File: src/rtl/spi_slave_if.sv
// SPI mode-3 target front end: oversamples cs/sclk/mosi in the sys_clk domain,
// deframes MOSI into an rx byte stream and serialises a tx byte stream onto MISO.
module spi_slave_if #(
    parameter int         SYNC_STAGES = 2,
    parameter logic [7:0] TX_IDLE     = 8'hFF
) (
    input  logic       sys_clk,
    input  logic       sys_rst_n,
    input  logic       spi_clk_i,
    input  logic       spi_cs_i,
    input  logic       spi_mosi_i,
    output logic       spi_miso_o,
    output logic [7:0] rx_data,
    output logic       rx_valid,
    input  logic       rx_ready,
    input  logic [7:0] tx_data,
    input  logic       tx_valid,
    output logic       tx_ready,
    output logic       busy,
    output logic       rx_overflow,
    output logic       tx_underrun,
    output logic       frame_err,
    input  logic       clr_status
);

    // Each stage carries {sclk, cs, mosi}; idle pins are sclk high, cs high.
    localparam logic [2:0] SYNC_RST = 3'b110;

    logic [SYNC_STAGES-1:0][2:0] sync_reg;
    logic       clk_dly_reg;
    logic       cs_dly_reg;
    logic [2:0] bit_cnt_reg;
    logic [7:0] rx_shreg_reg;
    logic [7:0] tx_shreg_reg;
    logic       byte_done_reg;
    logic       miso_reg;
    logic [7:0] rx_data_reg;
    logic       rx_valid_reg;
    logic       busy_reg;
    logic       rx_overflow_reg;
    logic       tx_underrun_reg;
    logic       frame_err_reg;

    logic       sclk_s;
    logic       cs_s;
    logic       mosi_s;
    logic       active;
    logic       sclk_rise;
    logic       sclk_fall;
    logic       cs_rise;
    logic       cs_fall;
    logic       tx_load;
    logic [7:0] tx_next;

    always_ff @(posedge sys_clk or negedge sys_rst_n) begin
        if (!sys_rst_n) begin
            sync_reg <= {SYNC_STAGES{SYNC_RST}};
        end else begin
            sync_reg[0] <= {spi_clk_i, spi_cs_i, spi_mosi_i};
            for (int i = 1; i < SYNC_STAGES; i++) begin
                sync_reg[i] <= sync_reg[i-1];
            end
        end
    end

    assign sclk_s = sync_reg[SYNC_STAGES-1][2];
    assign cs_s   = sync_reg[SYNC_STAGES-1][1];
    assign mosi_s = sync_reg[SYNC_STAGES-1][0];

    // sclk edges count only when cs was low both before and now, so an sclk
    // edge coinciding with either cs edge is dropped.
    assign active    = ~cs_s & ~cs_dly_reg;
    assign sclk_rise = active &  sclk_s & ~clk_dly_reg;
    assign sclk_fall = active & ~sclk_s &  clk_dly_reg;
    assign cs_rise   =  cs_s & ~cs_dly_reg;
    assign cs_fall   = ~cs_s &  cs_dly_reg;

    assign tx_load  = sclk_fall && (bit_cnt_reg == 3'd0);
    assign tx_next  = tx_valid ? tx_data : TX_IDLE;
    assign tx_ready = tx_load & tx_valid;

    always_ff @(posedge sys_clk or negedge sys_rst_n) begin
        if (!sys_rst_n) begin
            clk_dly_reg     <= 1'b1;
            cs_dly_reg      <= 1'b1;
            bit_cnt_reg     <= 3'd0;
            rx_shreg_reg    <= 8'h00;
            tx_shreg_reg    <= 8'h00;
            byte_done_reg   <= 1'b0;
            miso_reg        <= 1'b1;
            rx_data_reg     <= 8'h00;
            rx_valid_reg    <= 1'b0;
            busy_reg        <= 1'b0;
            rx_overflow_reg <= 1'b0;
            tx_underrun_reg <= 1'b0;
            frame_err_reg   <= 1'b0;
        end else begin
            clk_dly_reg   <= sclk_s;
            cs_dly_reg    <= cs_s;
            byte_done_reg <= sclk_rise && (bit_cnt_reg == 3'd7);

            // Clear first so a same-cycle set below takes precedence.
            if (clr_status) begin
                rx_overflow_reg <= 1'b0;
                tx_underrun_reg <= 1'b0;
                frame_err_reg   <= 1'b0;
            end

            if (cs_rise) begin
                busy_reg    <= 1'b0;
                bit_cnt_reg <= 3'd0;
                if (bit_cnt_reg != 3'd0) begin
                    frame_err_reg <= 1'b1;
                end
            end else if (cs_fall) begin
                busy_reg <= 1'b1;
            end

            if (cs_s) begin
                miso_reg <= 1'b1;
            end

            if (sclk_rise) begin
                rx_shreg_reg <= {rx_shreg_reg[6:0], mosi_s};
                bit_cnt_reg  <= bit_cnt_reg + 3'd1;
            end

            if (sclk_fall) begin
                if (tx_load) begin
                    tx_shreg_reg <= tx_next;
                    miso_reg     <= tx_next[7];
                    if (!tx_valid) begin
                        tx_underrun_reg <= 1'b1;
                    end
                end else begin
                    tx_shreg_reg <= {tx_shreg_reg[6:0], 1'b0};
                    miso_reg     <= tx_shreg_reg[6];
                end
            end

            // Hand-off runs one cycle after the completing rise; rx_shreg cannot
            // move again before then because sclk is at most sys_clk/4.
            if (byte_done_reg) begin
                if (!rx_valid_reg || rx_ready) begin
                    rx_data_reg  <= rx_shreg_reg;
                    rx_valid_reg <= 1'b1;
                end else begin
                    rx_overflow_reg <= 1'b1;
                end
            end else if (rx_valid_reg && rx_ready) begin
                rx_valid_reg <= 1'b0;
            end
        end
    end

    assign spi_miso_o  = miso_reg;
    assign rx_data     = rx_data_reg;
    assign rx_valid    = rx_valid_reg;
    assign busy        = busy_reg;
    assign rx_overflow = rx_overflow_reg;
    assign tx_underrun = tx_underrun_reg;
    assign frame_err   = frame_err_reg;

endmodule

File: config.mk
export PLATFORM = sky130hd
export DESIGN_NAME = spi_slave_if
export DESIGN_NICKNAME = d
export VERILOG_FILES = /design/src/rtl/spi_slave_if.sv
export SDC_FILE = /design/constraint.sdc
export NUM_CORES = 1
export LEC_CHECK = 0
export BUFFER_PORTS_ARGS = -buffer_cell sky130_fd_sc_hd__clkbuf_2
export CAP_MARGIN = 5
export CORE_ASPECT_RATIO = 1.25
export CORE_MARGIN = 2
export CORE_UTILIZATION = 53
export CTS_CLUSTER_DIAMETER = 120
export CTS_CLUSTER_SIZE = 24
export DETAILED_ROUTE_END_ITERATION = 8
export PLACE_DENSITY = 0.85
export SLEW_MARGIN = 30
export SYNTH_ARGS = -nofsm -noshare
export SYNTH_HDL_FRONTEND = slang
export SYNTH_SLANG_ARGS = --single-unit
File: constraint.sdc
create_clock -name sys_clk -period 1.79 [get_ports sys_clk]
set_input_delay 0.179 -clock sys_clk [delete_from_list [all_inputs] [get_ports sys_clk]]
set_output_delay 0.179 -clock sys_clk [all_outputs]
set_load 0.005 [all_outputs]
* After elaboration in Yosys (flattened, before gate mapping) *
Cells that the tools add are included.
Widths: inputs -> output; s select.

cells by class
  add/sub/neg operators = 1
  equal/unequal tests = 2
  multiplexer cells = 22
  bitwise gates (word level) = 12
  reduce and logical (&&, ||, !) cells = 13

operators by type and width
  kind                 number
  $mux 1               18
  $and 1x1->1          8
  $mux 8               1
  $reduce_bool 2->1    4
  $mux 7               1
  $mux 3               2
  $not 1->1            4
  $reduce_and 2->1     2
  $add 3x1->3 const B  1
  $eq 3x3->1 const B   1
  $logic_and 1x1->1    3
  $logic_not 3->1      1
  $reduce_bool 3->1    1
  $ne 2x1->1 const B   1
  $logic_not 1->1      1
  $logic_or 1x1->1     1

word-level totals
  bits in registers = 41
  bits of input ports = 16
  output and inout bits = 15
  logic and storage cells = 65

* Depth between registers and ports, before layout *
  depth after elaboration = 7
  depth in mapped cells = 6
  gate-level depth less buffers = 5

* Least setup slack after synthesis *
No wires, ideal clock.

  kind = register to register
  from = register sync_reg (netlist bit cs_s)
  to = register rx_shreg_reg[4]
  library setup time = 125 ps
  data arrival time = 1400 ps
  required time = 1665 ps
  path slack = 265 ps
  stages on the path, launching flop included = 6
  path buffers = 1
  period minus slack after synthesis = 1525 ps
  cell sequence = dfstp_2 -> inv_1 -> ha_1 -> nand3b_4 -> buf_2 -> mux2_2

on the way
  longest elaborated chain between the ends = 4

ends and longest elaborated chain
  item                               line  text
  from (decl)                        29    logic [SYNC_STAGES-1:0][2:0] sync_reg;
  from (signal assigned)             57    sync_reg <= {SYNC_STAGES{SYNC_RST}};
  from (signal, indexed assignment)  61    sync_reg[i] <= sync_reg[i-1];
  $not 1->1                          72    assign active = ~cs_s & ~cs_dly_reg;
  $and 1x1->1                        72
  $and 1x1->1 (2 in series)          73    assign sclk_rise = active & sclk_s & ~clk_dly_reg;
  to (signal assigned)               124   rx_shreg_reg <= {rx_shreg_reg[6:0], mosi_s};
  to (decl)                          33    logic [7:0] rx_shreg_reg;

Every way passes these cells.
A chain may end at the register's enable or synchronous reset.

* Worst setup path in the final report *
  from = register sync_reg (netlist bit cs_s)
  to = output port tx_ready

on the way
  longest elaborated chain between the ends = 6

ends and longest elaborated chain
  item                       line  text
  $not 1->1                  72
  $and 1x1->1                72
  $and 1x1->1 (2 in series)  74    assign sclk_fall = active & ~sclk_s & clk_dly_reg;
  $logic_and 1x1->1          78    assign tx_load = sclk_fall && (bit_cnt_reg == 3'd0);
  $and 1x1->1                80    assign tx_ready = tx_load & tx_valid;
  to (decl)                  18    output logic tx_ready,

Every way passes these cells.

==> flow_summary.toml <==
[global_route]
grt_pass1_wl_mm = 4.567
globalRouteOverflowTotal = 0
antenna_found_initial = 0
grt_pass1_vias = 1078
track_usage_pct = 17.78
grt_max_degree = 42

[worst_hold_path]
min_to = "rx_overflow$_DFF_PN0_"
holdCritStartpoint = "clr_status"
hold_depth = 3
hold_class = "primary input to register"

[logic_synthesis]
yosys_warnings = 0
yosys.area_share.adder_pct = 3.771
synth_top_family_by_area = "multiplexers"
synth_seq_cells = 41
syn_inst = 126
yosys.area_share.simple_pct = 10.86
ys_types = 22
yosysSeqAreaShare_pct = 62.37
synthMuxAreaShare_pct = 11.54
synth_xor_area_share_pct = 0
syn_avg_cell_area_um2 = 13.17
synth_compound_area_share_pct = 7.692
synth_area_um2 = 1659
syn_nets = 147

[routing]
viasPerCell = 5.340
met3_length_um = 132
drc = 0
routedWlPerCell_um = 13.83
wl_mm = 2.848
top_layer_used = "met4"
dr.pass1.iters = 4
antenna_left = 0
met1Wirelength_mm = 1.197
wl_met2_mm = 1.466
via_count = 1100
dr.first_iter.drc_count = 17

[timing]
max_clock_freq_mhz = 568.0
drv_slew = 0
hold_viol = 0
worst_pin_slew_ps = 494.2
slew_headroom_pct = 67.05
fin_setup_tns_ps = 0
finalWorstSetupSlack_ps = 29.59
setup_viol = 0
post-route-period-util_pct = 98.35
period_minus_slack_ps = 1760
rsz0062_at_grt = "true"
fin_skew_ps = 11.01

[job]
maxCapViolCount = 0

[clock_network]
cts_buffers = 5
clk_path_buf_depth = 2
htreeDepth = 2
ctsRootBufferMaster = "clkbuf_4"
cts_tree = "yes"
path_clk_slew_ps = 120
insertion_delay_ps = 340
clock-sinks = 41

[critical_path]
regToRegSetupSlack_ps = 350
timing.reg2reg.worst_path_depth = 6
crit_type = "register to output pin"
reg2reg_from = "bit_cnt_reg[0]$_DFFE_PN0P_"
start_kind = "register"
worstPathArrival_ps = 1580
cp-end-kind = "output pin"
worstPathRequired_ps = 1610
worstPathMaxFanout = 4
r2r_end = "tx_shreg_reg[1]$_DFFE_PN0N_"

[finish]
syn_to_final_growth_pct = 22.25
drive_above_1_share_pct = 42.35
n_antenna_cell = 0
fin_nets = 190
final_cells = 206
final_util_pct = 68.22
fin_area_um2 = 2028

[place]
io_buffers = 30
dpl.hpwl_mm = 1.905
dp_cells = 192
place_area_um2 = 1859
place_ws_ps = 219.1
gp_congestion = 0.7677

[die]
rows = 22
fp.dieH_um = 66.56
die-area_um2 = 3597
dieWidth_um = 54.04
io_pins = 31
initial_utilization_pct = 55.81
coreArea_um2 = 2973

[pwr]
power_density_nw_per_um2 = 939.0
leakagePower_nw = 1.028
vdd_drop_max_mv = 0.7392

[run_status]
status = "completed"
[logic make-up after synthesis]
logic type	count (synthesis)
multiplexers	17
AO/OA/AOI/OAI	23
adder cells (fa/ha/maj)	5
AND/OR/NAND/NOR	25
flip-flops	41
buffers and inverters	15
[final cells by class]
cell class | instances | area [µm²]
Tap cell | 36 | 45.04
Inverter | 12 | 45.04
Clock buffer | 6 | 41.29
Timing Repair Buffer | 39 | 227.7
Clock inverter | 2 | 35.03
Sequential cell | 41 | 1035
Multi-Input combinational cell | 70 | 599.3
Fill cell | 210 | 944.7
[where the power goes]
part	leakage, nW	switching (mW)	internal [mW]
clock network	0.0422	0.290	0.293
logic	0.469	0.109	0.118
registers	0.517	0.0618	1.03
total	1.03	0.461	1.44
[cells in the mapped netlist]
cell type | instances | area [µm²]
a32o_1 | 1 | 10.01
o2bb2ai_1 | 2 | 17.52
mux2_2 | 16 | 180.2
nor2b_1 | 1 | 6.260
inv_1 | 12 | 45.04
nor2_1 | 1 | 3.750
nand4bb_1 | 7 | 78.83
o21ai_1 | 7 | 35.03
buf_4 | 1 | 7.510
and3_1 | 1 | 6.260
dfstp_2 | 7 | 183.9
nand2_1 | 8 | 30.03
nand3_1 | 3 | 15.01
buf_2 | 2 | 10.01
ha_1 | 5 | 62.56
nand3b_1 | 1 | 7.510
o21ai_0 | 13 | 65.06
nand3b_4 | 1 | 20.02
nand2b_1 | 1 | 6.260
mux2_1 | 1 | 11.26
dfrtp_1 | 34 | 850.8
nand2_2 | 1 | 6.260
[worst max-delay path, cell delays in order (launching register included)]
cell,delay [ps]
dfstp_2,570
inv_2,50
ha_4,160
nand3b_1,110
inv_1,80
and3_4,180
clkbuf_2,100
[worst max-delay path by stage]
| stage | to | slack [ps] | startpoint |
|---|---|---|---|
| after global routing | tx_ready | -30 | cs_s$_DFF_PN1_ |
| after floorplan | rx_shreg_reg[4]$_DFFE_PN0P_ | 270 | cs_s$_DFF_PN1_ |
| after detailed placement | tx_shreg_reg[1]$_DFFE_PN0N_ | 220 | bit_cnt_reg[0]$_DFFE_PN0P_ |
| after global placement | tx_ready | 310 | bit_cnt_reg[0]$_DFFE_PN0P_ |
| after CTS | tx_ready | 1 | bit_cnt_reg[1]$_DFFE_PN0P_ |
| final | tx_ready | 30 | cs_s$_DFF_PN1_ |
[cells in the final DEF, fill, tap and decap left out]
cell,n
dfrtp_1,34
clkbuf_2,30
mux2_2,16
o21ai_0,13
inv_1,11
nand2_1,8
nand4bb_1,7
o21ai_1,7
dfstp_2,7
clkbuf_4,5
buf_4,5
dlygate4sd3_1,4
nand3_1,3
ha_1,3
o2bb2ai_1,2
ha_4,2
nor2b_4,1
nand3b_1,1
and3_4,1
nand3b_4,1
nor2_1,1
inv_2,1
nand2b_1,1
a32o_1,1
nand2_2,1
mux2_1,1
clkinv_2,1
bufinv_16,1
clkbuf_1,1
[repair_timing]
item	4_1_cts	5_1_grt
setup endpoints to repair	1	1
hold buffers	4	0
endpoints found under the hold margin	37	0
setup buffers	0	2
cloned	0	0
pin swaps	1	1
gates resized for setup	4	4
[through the flow]
step / hold slack (ps) / power (mW)
2_1_floorplan: -116.6 / 1.225
3_3_place_gp: 253.3 / 1.296
3_5_place_dp: 260.1 / 1.315
4_1_cts: 104.3 / 1.905
5_1_grt: 122.2 / 1.994
6_report: 113.7 / 1.905
[layer usage]
layer  GRT usage [%]  up-vias
li1                -      523
met1           19.94      540
met2           30.79       31
met3           4.933        6
met4           7.500        0
met5               0        -
Note: power is estimated with default switching activity, not from simulation.
